<file path="src/rtl/svm_channel_scheduler.sv">
`default_nettype none
// ============================================================================
// svm_channel_scheduler : round-robin sharing of one space-vector modulator
//                         between NUM_CH channels, with duty write-back
// Revision: 1.0
// ============================================================================
module svm_channel_scheduler #(
  parameter int NUM_CH         = 4,
  parameter int TIMEOUT_CYCLES = 64
) (
  input  logic                  clk,
  input  logic                  reset,
  input  logic                  enable,
  input  logic                  err_clear,
  input  logic [32*NUM_CH-1:0]  ch_data,
  input  logic [NUM_CH-1:0]     ch_valid,
  output logic [NUM_CH-1:0]     ch_ready,
  output logic [31:0]           svm_in_data,
  output logic                  svm_in_valid,
  input  logic                  svm_in_ready,
  input  logic [47:0]           svm_out_data,
  input  logic                  svm_out_valid,
  output logic [48*NUM_CH-1:0]  duty_data,
  output logic [NUM_CH-1:0]     duty_update,
  output logic                  busy,
  output logic                  timeout_err
);

  localparam int PTR_W = (NUM_CH > 1) ? $clog2(NUM_CH) : 1;
  localparam int TMR_W = (TIMEOUT_CYCLES > 1) ? $clog2(TIMEOUT_CYCLES) : 1;
  localparam logic [PTR_W-1:0] PTR_RST  = PTR_W'(NUM_CH - 1);
  localparam logic [TMR_W-1:0] TMR_LAST = TMR_W'(TIMEOUT_CYCLES - 1);

  typedef enum logic [1:0] {
    S_IDLE  = 2'd0,
    S_ISSUE = 2'd1,
    S_WAIT  = 2'd2
  } state_t;

  state_t             state_q, state_d;
  logic [PTR_W-1:0]   ptr_q, ptr_d;
  logic [PTR_W-1:0]   grant_q, grant_d;
  logic [31:0]        hold_q, hold_d;
  logic [TMR_W-1:0]   timer_q, timer_d;
  logic [47:0]        duty_q [NUM_CH];
  logic [47:0]        duty_d [NUM_CH];
  logic [NUM_CH-1:0]  duty_update_q, duty_update_d;
  logic               timeout_err_q, timeout_err_d;

  logic [31:0]        ch_data_arr [NUM_CH];
  logic               arb_found;
  logic [PTR_W-1:0]   arb_idx;
  logic               handshake;
  logic [NUM_CH-1:0]  ready_w;

  generate
    for (genvar i = 0; i < NUM_CH; i++) begin : g_unpack
      assign ch_data_arr[i]          = ch_data[32*i +: 32];
      assign duty_data[48*i +: 48]   = duty_q[i];
    end
  endgenerate

  // Search starts just after the last served channel, so it ends up lowest priority.
  always_comb begin
    int               cand;
    logic [PTR_W-1:0] cidx;
    arb_found = 1'b0;
    arb_idx   = '0;
    cand      = 0;
    cidx      = '0;
    for (int off = 1; off <= NUM_CH; off++) begin
      cand = (int'(ptr_q) + off) % NUM_CH;
      cidx = PTR_W'(cand);
      if (!arb_found && ch_valid[cidx]) begin
        arb_found = 1'b1;
        arb_idx   = cidx;
      end
    end
  end

  assign handshake = (state_q == S_IDLE) && enable && arb_found;

  always_comb begin
    ready_w = '0;
    if (handshake) begin
      ready_w[arb_idx] = 1'b1;
    end
  end

  always_comb begin
    state_d       = state_q;
    ptr_d         = ptr_q;
    grant_d       = grant_q;
    hold_d        = hold_q;
    timer_d       = timer_q;
    duty_d        = duty_q;
    duty_update_d = '0;
    timeout_err_d = timeout_err_q;

    if (err_clear) begin
      timeout_err_d = 1'b0;
    end

    unique case (state_q)
      S_IDLE: begin
        if (handshake) begin
          hold_d  = ch_data_arr[arb_idx];
          grant_d = arb_idx;
          state_d = S_ISSUE;
        end
      end
      S_ISSUE: begin
        if (svm_in_ready) begin
          timer_d = '0;
          state_d = S_WAIT;
        end
      end
      S_WAIT: begin
        timer_d = timer_q + 1'b1;
        // A result arriving on the timeout cycle is still accepted.
        if (svm_out_valid) begin
          duty_d[grant_q]        = svm_out_data;
          duty_update_d[grant_q] = 1'b1;
          ptr_d                  = grant_q;
          state_d                = S_IDLE;
        end else if (timer_q == TMR_LAST) begin
          timeout_err_d = 1'b1;
          ptr_d         = grant_q;
          state_d       = S_IDLE;
        end
      end
      default: begin
        state_d = S_IDLE;
      end
    endcase
  end

  always_ff @(posedge clk or negedge reset) begin
    if (!reset) begin
      state_q       <= S_IDLE;
      ptr_q         <= PTR_RST;
      grant_q       <= '0;
      hold_q        <= '0;
      timer_q       <= '0;
      duty_update_q <= '0;
      timeout_err_q <= 1'b0;
      for (int i = 0; i < NUM_CH; i++) begin
        duty_q[i] <= '0;
      end
    end else begin
      state_q       <= state_d;
      ptr_q         <= ptr_d;
      grant_q       <= grant_d;
      hold_q        <= hold_d;
      timer_q       <= timer_d;
      duty_update_q <= duty_update_d;
      timeout_err_q <= timeout_err_d;
      for (int i = 0; i < NUM_CH; i++) begin
        duty_q[i] <= duty_d[i];
      end
    end
  end

  assign ch_ready     = ready_w;
  assign svm_in_valid = (state_q == S_ISSUE);
  assign svm_in_data  = hold_q;
  assign duty_update  = duty_update_q;
  assign busy         = (state_q != S_IDLE);
  assign timeout_err  = timeout_err_q;

endmodule
`default_nettype wire

</file>
<file path="config.mk">
export PLATFORM = sky130hd
export DESIGN_NAME = svm_channel_scheduler
export DESIGN_NICKNAME = d
export VERILOG_FILES = /design/src/rtl/svm_channel_scheduler.sv
export SDC_FILE = /design/constraint.sdc
export NUM_CORES = 1
export LEC_CHECK = 0
export BUFFER_PORTS_ARGS = -buffer_cell sky130_fd_sc_hd__buf_2
export CORE_MARGIN = 5
export CORE_UTILIZATION = 24
export CTS_BUF_LIST = sky130_fd_sc_hd__clkbuf_8
export DETAILED_ROUTE_END_ITERATION = 12
export PLACE_DENSITY = 0.58
export SLEW_MARGIN = 20
export SYNTH_ARGS = -nofsm -noshare
export SYNTH_HDL_FRONTEND = slang
export SYNTH_SLANG_ARGS = --single-unit
export TNS_END_PERCENT = 100
</file>
<file path="constraint.sdc">
create_clock -name clk -period 2.84 [get_ports clk]
set_input_delay 0.568 -clock clk [delete_from_list [all_inputs] [get_ports clk]]
set_output_delay 0.568 -clock clk [all_outputs]
set_load 0.02 [all_outputs]
</file>
# [Word-level counts from Yosys, hierarchy flattened]
# Index checks and enable logic that the tools add are counted.
[word_totals] out_inout_bits=235 wordCells=97 ff_bits=241
[op_classes] n_reduce_logical=20 add_sub_neg=5 bitwise_logic=2 n_mux=42 magnitude_cmp=11 n_eq_ne=6
[ops] cell="192-bit bitwise mux" count=1
[ops] cell="48-bit demux with 2-bit select" count=1
[ops] cell="32-bit binary-select mux with 2-bit select" count=1
[ops] cell="32-bit 2-to-1 mux" count=2
[ops] cell="48-bit 2-to-1 mux" count=1
[ops] cell="2-bit 2-to-1 mux" count=10
[ops] cell="2-bit by 3-bit less-than comparator with 1-bit output, second input constant" count=6
[ops] cell="1-bit 2-to-1 mux" count=14
[ops] cell="4-bit 2-to-1 mux" count=3
[ops] cell="6-bit case mux with 2 select lines" count=1
[ops] cell="1-bit binary-select mux with 2-bit select" count=4
[ops] cell="1-bit logical AND" count=8
[ops] cell="2-bit AND reduction" count=4
[ops] cell="6-bit by 1-bit adder with 6-bit output, second input constant" count=1
[ops] cell="6-bit equality test, second input constant" count=1
[ops] cell="3-bit >= comparator, second input constant" count=2
[ops] cell="6-bit 2-to-1 mux" count=1
[ops] cell="2-bit inverter with 3-bit output" count=2
[ops] cell="2-bit case mux with 3 select lines" count=1
[ops] cell="2-bit nonzero test" count=3
[ops] cell="2-bit by 1-bit adder with 2-bit output, second input constant" count=2
[ops] cell="2-bit adder, second input constant" count=2
[ops] cell="1-bit demux with 2-bit select" count=2
[ops] cell="2-bit by 1-bit >= comparator with 1-bit output, second input constant" count=2
[ops] cell="other kinds (9)" count=11

# [Logic depth before layout (Yosys ltp)]
# Gate-level depths: netlist of the first run.
[depth] ltp_word=18 mapped_depth=8 ltp_nobuf=6

# [Worst setup path after synthesis of the first run]
# No wires, ideal clock.
[synth_timing] path_type="input to output" from="in ch_valid[1]" to="out ch_ready[2]" path_slack_ps=327 path_stages=7 arrival_ps=1945 path_cell_list="buf_6 -> nor2b_4 -> o21a_1 -> or3_1 -> buf_6 -> buf_6 -> nor3_2"
[synth_between] elab_chain_cells=17
[synth_lines] item="start, declared" line_no="16" source="input logic [NUM_CH-1:0] ch_valid,"
[synth_lines] item="1-bit binary-select mux with 2-bit select" line_no="74" source="if (!arb_found && ch_valid[cidx]) begin"
[synth_lines] item="1-bit 2-to-1 mux (not written as such)" line_no="74"
[synth_lines] item="1-bit 2-to-1 mux" line_no="74"
[synth_lines] item="1-bit logical NOT" line_no="74"
[synth_lines] item="1-bit logical AND" line_no="74"
[synth_lines] item="1-bit 2-to-1 mux" line_no="74"
[synth_lines] item="1-bit logical NOT" line_no="74"
[synth_lines] item="1-bit logical AND" line_no="74"
[synth_lines] item="1-bit 2-to-1 mux" line_no="74"
[synth_lines] item="1-bit logical NOT" line_no="74"
[synth_lines] item="1-bit logical AND" line_no="74"
[synth_lines] item="2-bit 2-to-1 mux" line_no="74"
[synth_lines] item="2-bit by 3-bit less-than comparator with 1-bit output (not written as such) / 2-bit by 1-bit >= comparator with 1-bit output (equally long branches)" line_no="86" source="ready_w[arb_idx] = 1'b1;"
[synth_lines] item="1-bit logical AND (not written as such)" line_no="86"
[synth_lines] item="1-bit 2-to-1 mux (not written as such)" line_no="86"
[synth_lines] item="1-bit demux with 2-bit select" line_no="86"
[synth_lines] item="4-bit 2-to-1 mux (*)" line_no="85" source="if (handshake) begin"
[synth_lines] item="end, declared" line_no="17" source="output logic [NUM_CH-1:0] ch_ready,"
# Mark *: on every way between the ends. The rest lies on a longest branch, timed or not. The select of a mux whose other input is x is not followed.

# [Worst setup path in the final report of the first run]
[layout_timing] from="reg ptr_q[0]" to="out ch_ready[2]"
[layout_between] elab_chain_cells=18
[layout_lines] item="start, declared" line_no="41" source="logic [PTR_W-1:0] ptr_q, ptr_d;"
[layout_lines] item="start signal, assigned" line_no="152" source="ptr_q <= ptr_d;"
[layout_lines] item="2-bit by 1-bit adder with 2-bit output" line_no="72" source="cand = (int'(ptr_q) + off) % NUM_CH;"
[layout_lines] item="1-bit binary-select mux with 2-bit select" line_no="74"
[layout_lines] item="1-bit 2-to-1 mux (not written as such)" line_no="74"
[layout_lines] item="1-bit 2-to-1 mux" line_no="74"
[layout_lines] item="1-bit logical NOT" line_no="74"
[layout_lines] item="1-bit logical AND" line_no="74"
[layout_lines] item="1-bit 2-to-1 mux" line_no="74"
[layout_lines] item="1-bit logical NOT" line_no="74"
[layout_lines] item="(+2 left out)"
[layout_lines] item="1-bit logical NOT" line_no="74"
[layout_lines] item="1-bit logical AND" line_no="74"
[layout_lines] item="2-bit 2-to-1 mux" line_no="74"
[layout_lines] item="2-bit by 3-bit less-than comparator with 1-bit output (not written as such) / 2-bit by 1-bit >= comparator with 1-bit output (equally long branches)" line_no="86"
[layout_lines] item="1-bit logical AND (not written as such)" line_no="86"
[layout_lines] item="1-bit 2-to-1 mux (not written as such)" line_no="86"
[layout_lines] item="1-bit demux with 2-bit select" line_no="86"
[layout_lines] item="4-bit 2-to-1 mux (*)" line_no="85"
# Marks and branches as above.

==> run summary, run 1 <==
Status - complete, no violations
Most common cell in the netlist - sky130_fd_sc_hd__dfrtp_1
#FFs+latches synth - 241
Area of all placed cells without fillers - 13,800 µm²
Total number of yosys warnings - 0
Setup repair after global routing missed its margin - yes
Largest net degree at the start of global routing - 85
Buffer depth of the longest clock path - 3
Chain of cells forming the critical path - nor2b_2, o21a_1, or3_4, nor3_4, buf_6
Number of global-route vias before repair - 8,879
Average size of a mapped cell - 12.1 µm²
Die width - 215 µm
Minimum setup slack among reg-to-reg paths - 0.71 ns
Post-Synthesis Cell Area - 10,100 µm²
Routed vias - 8,337
Number of remaining DRC errors - 0
Synthesized Nets - 1,021
Setup Crit Path Kind - reg2out
Wire length of the first global-routing pass - 51.9 mm
Total chip power - 15.6 mW
Top post-synthesis cells by count - sky130_fd_sc_hd__dfrtp_1 (239), sky130_fd_sc_hd__nand2_1 (152), sky130_fd_sc_hd__mux2_2 (132)
Sequential fraction of the synthesis area - 0.598
Final core area utilization - 0.329
CP Capture Type - primary output
Overall global routing resource usage - 0.141
Initial antenna violation count - 2
Initial Util - 0.242
Die Area - 46,300 µm²
Master of the slowest instance on the critical path - sky130_fd_sc_hd__dfstp_2
Hold slack - 0.227 ns
Via count normalized by instance count - 4.53
Residual overflow from global routing - 0
Clock-pin slew reported for the worst setup and hold paths after clock tree synthesis - 0.06 ns
Max Freq - 361 MHz
Clock tree from TritonCTS - built
Cell type with the largest total area after synthesis - sky130_fd_sc_hd__dfrtp_1
Primary FF master, synth - sky130_fd_sc_hd__dfrtp_1
Required time at the endpoint of the critical path - 2.27 ns
# setup viols final - 0
Maximum level of the CTS H-tree - 2
Portion of synthesized cell area occupied by the leading cell type - 0.592
Mapped Cells - 834
# rows - 75
Clock buffers created by TritonCTS - 43
Number of max-capacitance violations reported - 0
Core Region - 41,800 µm²
Overall die height - 215 µm
Slew Viols, Final - 0
Count of input and output buffers - 420
DRT Pass-1 Iters - 4
Largest clock skew in the final design - 0.0226 ns
Startpoint types - flop
Average wire per standard cell - 18.1 µm
Post-route setup TNS - 0 ns
Gp weighted congestion - 0.812
Num ports - 421
Total wire length after detailed routing - 33.4 mm
Clk Latency, worst-skew pair - 0.57 ns
First DRT Iteration DRCs - 557
Count of cell types in the netlist - 51
Post-layout minimum cycle time - 2.77 ns
Pwr/cell area - 1140 nW/µm²
Crit share post-route - 0.974
HPWL after detailed placement - 24.3 mm
Net total in the final layout - 1,457
Routed Antenna Nets - 0
Final hold violation count - 0
Post-synth EDFFs - 0
Fraction of layout instances using a drive strength above 1 - 0.507
VDD IR-drop max - 0.459 mV
Count of filler cells inserted in the layout - 4,268
Multi-input gate area in the final layout - 3700 µm²
Data arrival, critical path - 2.20 ns
Leak - 7.12 nW
Critical path fanouts, max - 4
Maximum cell stage delay along the critical path - 0.59 ns
Total cell area at the placement stage - 12,800 µm²
Area growth, synth to finish - 36.2%
Top cells by area in the synthesized netlist - sky130_fd_sc_hd__dfrtp_1 (59%), sky130_fd_sc_hd__mux2_2 (15%), sky130_fd_sc_hd__nand2_1 (5.7%), sky130_fd_sc_hd__nand3_1 (3.5%), sky130_fd_sc_hd__a221oi_1 (2.5%)
Class of the tightest hold or removal check - in2reg
Actual slew at the worst max-slew pin - 0.658 ns
Sequential cell area in the final layout - 6030 µm²
Ys async rst share - 1.00
CTS root buffer - sky130_fd_sc_hd__clkbuf_8
Relative slew margins - 0.561
TritonCTS sink count - 241
## report_power, final
group / total [mW] / switching (mW) / leakage [nW] / internal [mW]
clock: 3.25 / 1.44 / 0.508 / 1.81
combinational: 6.62 / 4.12 / 3.57 / 2.50
sequential: 5.76 / 0.838 / 3.05 / 4.93
total: 15.6 / 6.40 / 7.12 / 9.24
## state kept, by name (all words and copies together), names as in the netlist
register     cells
duty_data      192
svm_in_data     32
timer_q          6
duty_update      4
grant_q          2
ptr_q            2
state_q          2
timeout_err      1
## worst paths after layout
check,start,end,cells past startpoint
max in group asynchronous,reset,timer_q[0]$_DFFE_PN0P_,3
min in group asynchronous,reset,duty_data[69]$_DFFE_PN0P_,2
max reg2reg,state_q[0]$_DFFE_PN0P_,duty_data[29]$_DFFE_PN0P_,5
min reg2reg,duty_data[154]$_DFFE_PN0P_,duty_data[154]$_DFFE_PN0P_,2
max,ptr_q[0]$_DFFE_PN1P_,ch_ready[2],5
min,svm_in_ready,state_q[0]$_DFFE_PN0P_,2
## cells in the final DEF, fill, tap and decap left out, types with 4 or more instances in the layout
master	instances
sky130_fd_sc_hd__buf_2	418
sky130_fd_sc_hd__dfrtp_1	239
sky130_fd_sc_hd__nand2_1	151
sky130_fd_sc_hd__mux2_2	132
sky130_fd_sc_hd__nand3_1	70
sky130_fd_sc_hd__clkbuf_8	54
sky130_fd_sc_hd__nor2_1	41
sky130_fd_sc_hd__a31oi_1	32
sky130_fd_sc_hd__a221oi_1	29
sky130_fd_sc_hd__inv_1	19
sky130_fd_sc_hd__buf_4	18
sky130_fd_sc_hd__mux2_1	11
sky130_fd_sc_hd__o21ai_0	10
sky130_fd_sc_hd__buf_12	9
sky130_fd_sc_hd__a21oi_1	4
sky130_fd_sc_hd__nand2b_1	4
## worst max-delay path: cells and delay by family (launching register included)
family / cells / cell delay, ns
simple gates: 3 / 0.70
compound gates: 1 / 0.19
buf+inv: 1 / 0.17
flops: 1 / 0.59
## final cells by class
| type | instances | share of cell area |
|---|---|---|
| Clock inverter | 23 | 0.0100 |
| Timing Repair Buffer | 448 | 0.178 |
| Sequential cell | 241 | 0.439 |
| Antenna cell | 1 | 0.000182 |
| Clock buffer | 54 | 0.0540 |
| Inverter | 4 | 0.00109 |
| Tap cell | 539 | 0.0490 |
| Multi-Input combinational cell | 532 | 0.269 |
## layer usage
layer,routed length (µm),GRT usage
met5,19,0
met4,911,0.0457
met3,2790,0.0487
met1,13800,0.172
met2,15900,0.234
## logic make-up after synthesis
| logic type | synth area share |
|---|---|
| and+or+nand+nor | 0.128 |
| DFF | 0.598 |
| muxes | 0.165 |
| AOI/OAI and AO/OA | 0.0692 |
| buffers and inverters | 0.0379 |
| xor gates and xnor gates | 0.000868 |
| adders and majority gates | 0.00124 |
## metrics by stage
stage | cells | worst slack [ns]
floorplan | 834 | 0.327
global placement | 1760 | 0.206
detailed placement | 1760 | 0.215
CTS | 1841 | 0.00949
global route | 1841 | -0.0501
finish | 1842 | 0.0733
## timing repair
item / 4_1_cts / 5_1_grt
resized for setup: 4 / 1
hold endpoints to repair: 72 / 0
buffers inserted: 3 / 0
setup endpoints to repair: 1 / 3
hold buffers: 1 / 0
pin swaps: 2 / 0
No activity file was read; power rests on OpenSTA's default activity.
==> run 2, diff against run 1 <==
Settings changed: REMOVE_ABC_BUFFERS from default to 1.
==> run summary, run 2 (synthesized netlist as in run 1, its figures left out) <==
Status - complete, no violations (unchanged)
Routed vias - 8,316 (was 8,337)
Actual slew at the worst max-slew pin - 0.715 ns (was 0.658 ns)
Wire length of the first global-routing pass - 52.7 mm (was 51.9 mm)
Crit share post-route - 0.957 (was 0.974)
Max reg flops - 192 (unchanged)
Clk Latency, worst-skew pair - 0.58 ns (was 0.57 ns)
Initial antenna violation count - 1 (was 2)
Largest net degree at the start of global routing - 91 (was 85)
Class of the tightest hold or removal check - in2reg (unchanged)
Via count normalized by instance count - 4.54 (was 4.53)
Gp weighted congestion - 0.919 (was 0.812)
Number of global-route vias before repair - 8,938 (was 8,879)
Die width - 215 µm (unchanged)
# setup viols final - 0 (unchanged)
Setup repair after global routing missed its margin - no (was yes)
Min setup slack post-route - 0.122 ns (was 0.0733 ns)
Largest clock skew in the final design - 0.0293 ns (was 0.0226 ns)
Max Freq - 368 MHz (was 361 MHz)
Routed Antenna Nets - 0 (unchanged)
Minimum setup slack after placement - 0.343 ns (was 0.215 ns)
Number of remaining DRC errors - 0 (unchanged)
Maximum level of the CTS H-tree - 2 (unchanged)
VDD IR-drop max - 0.431 mV (was 0.459 mV)
CP Capture Type - primary output (unchanged)
Num ports - 421 (unchanged)
Pwr/cell area - 1150 nW/µm² (was 1140 nW/µm²)
Post-Layout Cell Count - 1,833 (was 1,842)
Placed cell count - 1,755 (was 1,760)
Slew Viols, Final - 0 (unchanged)
Startpoint types - flop (unchanged)
Die Area - 46,300 µm² (unchanged)
Post-layout minimum cycle time - 2.72 ns (was 2.77 ns)
HPWL after detailed placement - 25.5 mm (was 24.3 mm)
Average wire per standard cell - 18.8 µm (was 18.1 µm)
Leak - 7.07 nW (was 7.12 nW)
Hold slack - 0.204 ns (was 0.227 ns)
First DRT Iteration DRCs - 472 (was 557)
Initial Util - 0.242 (unchanged)
Leading cell type in the layout, fill and taps excluded - sky130_fd_sc_hd__buf_2 (unchanged)
Overall global routing resource usage - 0.144 (was 0.141)
TritonCTS sink count - 241 (unchanged)
Clock tree from TritonCTS - built (unchanged)
Clock buffers created by TritonCTS - 44 (was 43)
# rows - 75 (unchanged)
DRT Pass-1 Iters - 4 (unchanged)
Overall die height - 215 µm (unchanged)
Critical path fanouts, max - 11 (was 4)
Fraction of layout instances using a drive strength above 1 - 0.508 (was 0.507)
Count of input and output buffers - 420 (unchanged)
Setup Crit Path Kind - reg2out (unchanged)
Data arrival, critical path - 2.15 ns (was 2.20 ns)
Buffer depth of the longest clock path - 3 (unchanged)
Final hold violation count - 0 (unchanged)
CTS root buffer - sky130_fd_sc_hd__clkbuf_8 (unchanged)
Core Region - 41,800 µm² (unchanged)
Number of max-capacitance violations reported - 0 (unchanged)
Commonest non-fill, non-tap cells in the layout - sky130_fd_sc_hd__buf_2 (418), sky130_fd_sc_hd__dfrtp_1 (239), sky130_fd_sc_hd__nand2_1 (151) (unchanged)
Total wire length after detailed routing - 34.4 mm (was 33.4 mm)
Relative slew margins - 0.523 (was 0.561)
Area growth, synth to finish - 35.6% (was 36.2%)
Residual overflow from global routing - 0 (unchanged)
Required time at the endpoint of the critical path - 2.27 ns (about the same)
Clock-pin slew reported for the worst setup and hold paths after clock tree synthesis - 0.07 ns (was 0.06 ns)
Net total in the final layout - 1,454 (was 1,457)
==> run 2: what timing repair did <==
action	4_1_cts	5_1_grt
pin swaps	4	1
hold endpoints to repair	43	0
buffers inserted	3	1
endpoints found under the setup margin	2	1
resized for setup	4	0
hold buffers	1	0
==> run 2: area by class of cell <==
type | count | area [µm²]
antenna | 1 | 2.50
clock buffer | 50 | 688
clock inverter | 22 | 186
fill | 4269 | 28100
inverter | 4 | 15.0
multi-input combinational | 532 | 3700
sequential | 241 | 6030
tap | 539 | 674
timing repair buffer | 444 | 2390
==> run 2: worst max-delay path, stage by stage (launching register included) <==
cell and delay, ns:
sky130_fd_sc_hd__dfstp_2 0.65, sky130_fd_sc_hd__o21ba_1 0.22, sky130_fd_sc_hd__or3_4 0.40, sky130_fd_sc_hd__nor3_4 0.15, sky130_fd_sc_hd__buf_6 0.14
==> run 2: through the flow <==
stage / setup TNS, ns / total power [mW] / instance area [µm²] / utilization
after floorplan: -35.60 / 9.66 / 9730 / -
after global placement: 0 / 12.3 / 12800 / 0.305
after detailed placement: 0 / 12.5 / 12800 / 0.305
after CTS: -0.0216 / 16.0 / 13700 / 0.328
after global routing: 0 / 16.7 / 13700 / 0.328
final: 0 / 15.7 / 13700 / 0.328
==> run 2: final timing paths <==
check                      slack (ns)                           to  cells past startpoint                  startpoint
setup reg to reg                 0.86    duty_data[48]$_DFFE_PN0P_                      5      state_q[0]$_DFFE_PN0P_
max in group asynchronous        1.49  svm_in_data[20]$_DFFE_PN0P_                      3                       reset
min in group asynchronous        0.50   duty_data[142]$_DFFE_PN0P_                      2                       reset
setup / recovery                 0.12                  ch_ready[2]                      4        ptr_q[1]$_DFFE_PN1P_
hold / removal                   0.20       state_q[0]$_DFFE_PN0P_                      2                svm_in_ready
hold reg to reg                  0.47   duty_data[170]$_DFFE_PN0P_                      2  duty_data[170]$_DFFE_PN0P_
==> run 2: report_power, final <==
group	leakage [nW]	switching [mW]	internal (mW)	total [mW]
Combinational	3.53	4.09	2.47	6.56
Clock	0.488	1.45	1.88	3.33
Sequential	3.05	0.897	4.93	5.83
Total	7.07	6.44	9.28	15.7
==> run 2: routing by layer <==
metal,share of wire,vias to the layer above,global-route usage
li1,-,3816,-
met1,0.39,4023,0.166
met2,0.48,401,0.245
met3,0.086,76,0.0462
met4,0.042,0,0.0670
met5,0,-,0
